**src/rtl/systolic_skew_feeder.sv**
```systemverilog
// Row FIFO feeding a PE row with diagonal skew: lane k is delayed k cycles behind lane 0.
// A shared out_ready stall freezes every skew stage; out_done flags the last row leaving lane M-1.
module systolic_skew_feeder #(
  parameter int unsigned N     = 32,
  parameter int unsigned M     = 5,
  parameter int unsigned DEPTH = 4,
  localparam int unsigned AW   = $clog2(DEPTH)
) (
  input  logic           clk,
  input  logic           clr_n,
  input  logic           in_valid,
  output logic           in_ready,
  input  logic [M*N-1:0] in_data,
  input  logic           in_last,
  input  logic           out_ready,
  output logic [M*N-1:0] out_data,
  output logic [M-1:0]   out_valid,
  output logic           out_done,
  output logic           busy,
  output logic [AW:0]    count
);

  localparam int unsigned EW = M * N + 1;

  logic [EW-1:0] mem_q [DEPTH];
  logic [AW-1:0] wr_ptr_q, wr_ptr_d;
  logic [AW-1:0] rd_ptr_q, rd_ptr_d;
  logic [AW:0]   count_q, count_d;
  logic          push, pop;
  logic [EW-1:0] head;
  logic [M*N-1:0] ld_data;
  logic          ld_valid, ld_last;
  logic [M-1:0]  lane_any_v;
  logic          done_in;
  logic          out_done_q, out_done_d;

  // No bypass when full: acceptance depends only on the registered occupancy.
  assign in_ready = clr_n & (count_q < (AW+1)'(DEPTH));
  assign push     = in_valid & in_ready;
  assign pop      = out_ready & (count_q != '0);
  assign head     = mem_q[rd_ptr_q];

  // Stage-0 load: FIFO head on a pop, otherwise a bubble.
  assign ld_valid = pop;
  assign ld_last  = pop & head[EW-1];
  assign ld_data  = pop ? head[M*N-1:0] : '0;

  always_comb begin
    wr_ptr_d = wr_ptr_q;
    rd_ptr_d = rd_ptr_q;
    count_d  = count_q;
    if (push) wr_ptr_d = wr_ptr_q + AW'(1);
    if (pop)  rd_ptr_d = rd_ptr_q + AW'(1);
    case ({push, pop})
      2'b10:   count_d = count_q + (AW+1)'(1);
      2'b01:   count_d = count_q - (AW+1)'(1);
      default: count_d = count_q;
    endcase
  end

  always_ff @(posedge clk or negedge clr_n) begin
    if (!clr_n) begin
      wr_ptr_q <= '0;
      rd_ptr_q <= '0;
      count_q  <= '0;
    end else begin
      wr_ptr_q <= wr_ptr_d;
      rd_ptr_q <= rd_ptr_d;
      count_q  <= count_d;
    end
  end

  // Payload storage needs no reset; only occupancy decides what is read.
  always_ff @(posedge clk) begin
    if (push) mem_q[wr_ptr_q] <= {in_last, in_data};
  end

  for (genvar k = 0; k < M; k++) begin : g_lane
    logic [N-1:0] dat_q [k+1];
    logic [k:0]   vld_q;

    always_ff @(posedge clk or negedge clr_n) begin
      if (!clr_n) begin
        for (int j = 0; j <= k; j++) dat_q[j] <= '0;
        vld_q <= '0;
      end else if (out_ready) begin
        dat_q[0] <= ld_data[k*N +: N];
        vld_q[0] <= ld_valid;
        for (int j = 1; j <= k; j++) begin
          dat_q[j] <= dat_q[j-1];
          vld_q[j] <= vld_q[j-1];
        end
      end
    end

    assign out_data[k*N +: N] = dat_q[k];
    assign out_valid[k]       = vld_q[k];
    assign lane_any_v[k]      = |vld_q;
  end

  // The last tag only matters on lane M-1, one stage ahead of its output.
  if (M > 1) begin : g_last_chain
    logic [M-2:0] lst_q;

    always_ff @(posedge clk or negedge clr_n) begin
      if (!clr_n) begin
        lst_q <= '0;
      end else if (out_ready) begin
        lst_q[0] <= ld_last;
        for (int j = 1; j <= int'(M) - 2; j++) lst_q[j] <= lst_q[j-1];
      end
    end

    assign done_in = lst_q[M-2];
  end else begin : g_last_direct
    assign done_in = ld_last;
  end

  // Pulse only on the fire that moves the tagged element into the final stage.
  assign out_done_d = out_ready & done_in;

  always_ff @(posedge clk or negedge clr_n) begin
    if (!clr_n) out_done_q <= 1'b0;
    else        out_done_q <= out_done_d;
  end

  assign out_done = out_done_q;
  assign count    = count_q;
  assign busy     = (count_q != '0) | (|lane_any_v);

endmodule

```
**config.mk**
```make
export PLATFORM = sky130hd
export DESIGN_NAME = systolic_skew_feeder
export DESIGN_NICKNAME = d
export VERILOG_FILES = /design/src/rtl/systolic_skew_feeder.sv
export SDC_FILE = /design/constraint.sdc
export NUM_CORES = 1
export LEC_CHECK = 0
export CORE_UTILIZATION = 58
export CTS_CLUSTER_DIAMETER = 150
export CTS_CLUSTER_SIZE = 20
export DETAILED_ROUTE_END_ITERATION = 7
export MAX_ROUTING_LAYER = met4
export PLACE_DENSITY = 0.79
export SLEW_MARGIN = 20
export SYNTH_ARGS = -nofsm -noshare
export SYNTH_HDL_FRONTEND = slang
export SYNTH_SLANG_ARGS = --single-unit
```
**constraint.sdc**
```tcl
create_clock -name clk -period 6.8 [get_ports clk]
set_input_delay 1.02 -clock clk [delete_from_list [all_inputs] [get_ports clk]]
set_output_delay 1.02 -clock clk [all_outputs]
set_load 0.03 [all_outputs]
```
## Yosys cells after proc, flatten, opt, wreduce, memory -nomap -nowiden

Memories as Yosys holds them, arrays and structs flattened.
Cells that the tools add are included.

- Register bits after elaboration: 507
- Memory bits (writable): 644
- Output and inout bits: 171
- Logic and storage cells: 46
- Memories: 1
- Bits of input ports: 165

Memory list:

| memory | depth | width | read ports | clocked after Yosys merged registers in | write ports | line | source |
|---|---|---|---|---|---|---|---|
| mem_q | 4 | 161 | 1 | 0 | 1 | 25 | `logic [EW-1:0] mem_q [DEPTH];` |

- Eq/ne operators: 2
- Muxes and demuxes: 4
- $lt $le $gt $ge: 1
- Reduce and logical (&&, ||, !) cells: 3
- $add $sub $neg: 4
- Bitwise logic cells: 6

Operator list:

| kind | number |
|---|---|
| $mux 160 | 1 |
| $reduce_or 15->1 | 1 |
| $pmux 3 s2 | 1 |
| $and 1x1->1 | 5 |
| $add 2x1->2 const B | 2 |
| $add 3x1->3 const B | 1 |
| $lt 3x3->1 const B | 1 |
| $reduce_bool 3->1 | 1 |
| $sub 3x1->3 const B | 1 |
| $eq 2x1->1 const B | 1 |
| $eq 2x2->1 const B | 1 |
| $mux 1 | 2 |
| $reduce_bool 2->1 | 1 |
| $or 1x1->1 | 1 |

## Longest topological paths before layout

- Depth after elaboration: 5
- Gate-level depth with buffers: 9
- Depth with buffers taken out: 9

## Worst setup path before layout

No wires, ideal clock.

- Path type: input -> register
- Start: input port clr_n
- End: memory mem_q[0][0] (netlist name), enable pin
- Library setup time: 542 ps
- Cell stages on the path: 2
- Path slack: 794 ps
- Arrival time: 5464 ps
- Cells stage by stage: nor2b_1 -> and3_1

- Cells in the longest elaborated chain, start to end: 4

Ends and longest elaborated chain:

| what | line | source |
|---|---|---|
| start: declaration | 10 | `input logic clr_n,` |
| $and 1x1->1 | 38 | `assign in_ready = clr_n & (count_q < (AW+1)'(DEPTH));` |
| $and 1x1->1 | 39 | `assign push = in_valid & in_ready;` |
| $mux 1 | 75 | `if (push) mem_q[wr_ptr_q] <= {in_last, in_data};` |
| $mux 1 (implied by the code) | 75 |  |
| end: declaration | 25 |  |

No other way between the ends.

## Final worst setup path

- Start: input port clr_n
- End: output port in_ready

- Cells in the longest elaborated chain, start to end: 1

Ends and longest elaborated chain:

| what | line | source |
|---|---|---|
| $and 1x1->1 | 38 |  |
| end: declaration | 12 | `output logic in_ready,` |

No other way between the ends.

==> impl_metrics.yaml <==
setup_path:
  path_max_fanout: 124
  r2r-start: "count[2]"
  cp.required_ns: 5.78
  arrival_ns: 3.06
  r2r_setup_slack_ns: 3.89
  crit-reg2reg-capture: "mem_q[1][51]"
  path_class: "in -> out"
  crit_path_end_kind: "output port"
  critical_path.startpoint_type: "input pin"
  reg2reg_depth: 3
job:
  maxCapViolations: 0
synthesis:
  synthCells: 2383
  synth_most_common_cell: "edfxtp_1"
  avgSynthCellArea_um2: 18.0
  netlist.area_leader.share_pct: 45.1
  synth_nets: 2554
  synthesis.area_um2: 42900
  yosysSeqAreaShare_pct: 74.1
  ys_seq_elements: 1141
  synthArstFlopShare_pct: 43.6
  yosysTopAreaCell: "edfxtp_1"
  synth_common_cells: "edfxtp_1, dfrtp_1, mux2_2, inv_1"
  synth.distinct_cells: 27
  synth_area_leaders: "edfxtp_1, dfrtp_1, mux2_2"
  synth_warnings: 0
  synth_flop_cell: "edfxtp_1"
  synth_edf_count: 644
route:
  wl_met1_um: 31900
  dr_total_vias: 20000
  dr.pass1.iters: 7
  routed_via_density: 5.54
  route.met2.wl_um: 39600
  drtIter0Drc: 1707
  routed_wl_um: 78100
  topRoutingLayerUsed: "met4"
  remaining_drc_errors: 56
  wl_per_cell_um: 21.7
  met3_length_um: 4840
  ant_nets: 0
floorplanning:
  die_w_um: 274
  rows: 99
  initial_core_util_pct: 58.7
  die_h_um: 274
  io_pins: 336
  design.die.area_um2: 75000
  core-area_um2: 73100
cts:
  cts.sinks: 1141
  cts_tree: "yes"
  post_cts_resized: 0
  numCtsBuffers: 67
  insertion_delay_ns: 0.62
  htree_levels: 3
  cts_buffer_depth: 3
  clk_pin_slew_ns: 0.08
  cts_root_buf: "clkbuf_16"
  hold_buffers: 0
  cts_setup_buffers: 0
global_routing:
  grt_pass1_wl_um: 123000
  antenna_found_initial: 22
  grt_max_degree: 184
  grt_pass1_vias: 21400
  grt_use_total_pct: 22.1
  gr-total-overflow: 0
sta:
  period_share_pct: 60.0
  min_period_ns: 4.08
  skew_ns: 0.0215
  final-hold-violation-count: 0
  worst_slack_ns: 2.72
  max_freq_ghz: 0.245
  slew_headroom_pct: 31.9
  setup_viol_count_final: 0
  rsz0062_at_grt: "no"
  tightest_slew_ns: 1.02
  finalMaxSlewViolations: 0
  fin_tns_setup_ns: 0
outcome:
  violations: "design-rule violations"
  status: "finished with violations"
hold_path:
  holdCritPathClass: "in -> async"
finish:
  fin_nets: 2743
  drive_gt1_share_pct: 22.7
  syn_to_final_growth_pct: 12.7
  fin_area_um2: 48300
placement:
  place_area_um2: 46200
  dp_hpwl_um: 45100
  numPortBuffers: 335
  dp_slack_ns: 2.50
  gp_congestion: 0.760
power_and_ir_drop:
  ir_worst_vdd_v: 0.000317
  p_leak_nw: 18.1
  p_per_area_nw_per_um2: 413
## area by class of cell
type | count | area, µm²
Sequential cell | 1141 | 31800
Fill cell | 4826 | 24800
Multi-Input combinational cell | 838 | 8980
Timing Repair Buffer | 357 | 3660
Clock buffer | 117 | 1930
Tap cell | 959 | 1200
Inverter | 167 | 627
Clock inverter | 5 | 77.6
Antenna cell | 24 | 60.1
## per-layer routing
layer  GRT usage [%]  up-vias
met5               -        -
met4            6.92        0
met3            4.29       97
met2            35.6      488
met1            28.7    10400
li1                -     8965
## power breakdown
group	internal (W)	leakage (nW)	total [W]	switching (W)
Sequential	0.00908	12.0	0.0101	0.00102
Combinational	0.00284	5.23	0.00573	0.00289
Clock	0.00196	0.956	0.00411	0.00215
## critical path: stages
cell,delay [ns]
buf_8,0.58
nor2b_1,0.55
clkdlybuf4s50_1,0.78
## stage by stage
| step | power (W) | util, % | instances | hold slack, ns |
|---|---|---|---|---|
| after global routing | 0.0210 | 66.1 | 3606 | 0.511 |
| final | 0.0199 | 66.1 | 3608 | 0.463 |
| after CTS | 0.0202 | 66.0 | 3583 | 0.481 |
| after global placement | 0.0158 | 63.3 | 3461 | 0.474 |
| after detailed placement | 0.0160 | 63.3 | 3461 | 0.470 |
| after floorplan | 0.0144 | - | 2383 | 0.455 |
## kinds of logic after synthesis
kind of cell | Yosys count | share of synthesized area, %
adder cells (fa/ha/maj) | 6 | 0.193
flip-flops | 1141 | 74.1
AO/OA/AOI/OAI | 163 | 1.93
XOR/XNOR | 6 | 0.123
AND/OR/NAND/NOR | 173 | 1.56
multiplexers | 490 | 17.1
buffers and inverters | 404 | 5.02
## how the worst max path moves through the flow
stage | startpoint | end | slack [ns] | cells past startpoint
floorplan | clr_n | mem_q[0][0] | 0.79 | 2
global placement | clr_n | mem_q[3][24] | 2.57 | 4
detailed placement | clr_n | mem_q[1][21] | 2.50 | 4
CTS | clr_n | in_ready | 2.71 | 3
global route | clr_n | in_ready | 2.56 | 3
finish | clr_n | in_ready | 2.72 | 3
## cell usage in the layout, fill, tap and decap left out, types with 2 or more instances in the layout
cell             netlist  final
clkbuf_16              0     70
clkinv_8               0      3
inv_1                167    167
o21ai_0               92     92
mux2_2               328    328
clkbuf_1              29     46
nand2_1              161    161
edfxtp_1             644    644
dfrtp_4                0      2
diode_2                0     24
buf_8                  0      2
xnor2_1                3      3
nor2_1                 2      2
and3_4                 0      4
mux4_2               161    161
clkdlybuf4s50_1        0    333
xor2_1                 3      3
nor3_1                 2      2
buf_12                 0      9
and2_1                 2      2
ha_1                   5      5
o21ai_1               68     68
buf_4                129     11
dfrtp_1              497    495
## flip-flops by register name (all words and copies together) (netlist names)
register and cells:
mem_q 644, g_lane.dat_q 352, out_data 128, g_lane.vld_q 5
g_last_chain.lst_q 4, count 3, rd_ptr_q 2, wr_ptr_q 2
out_done 1
Power figures use the tool's default switching activity.
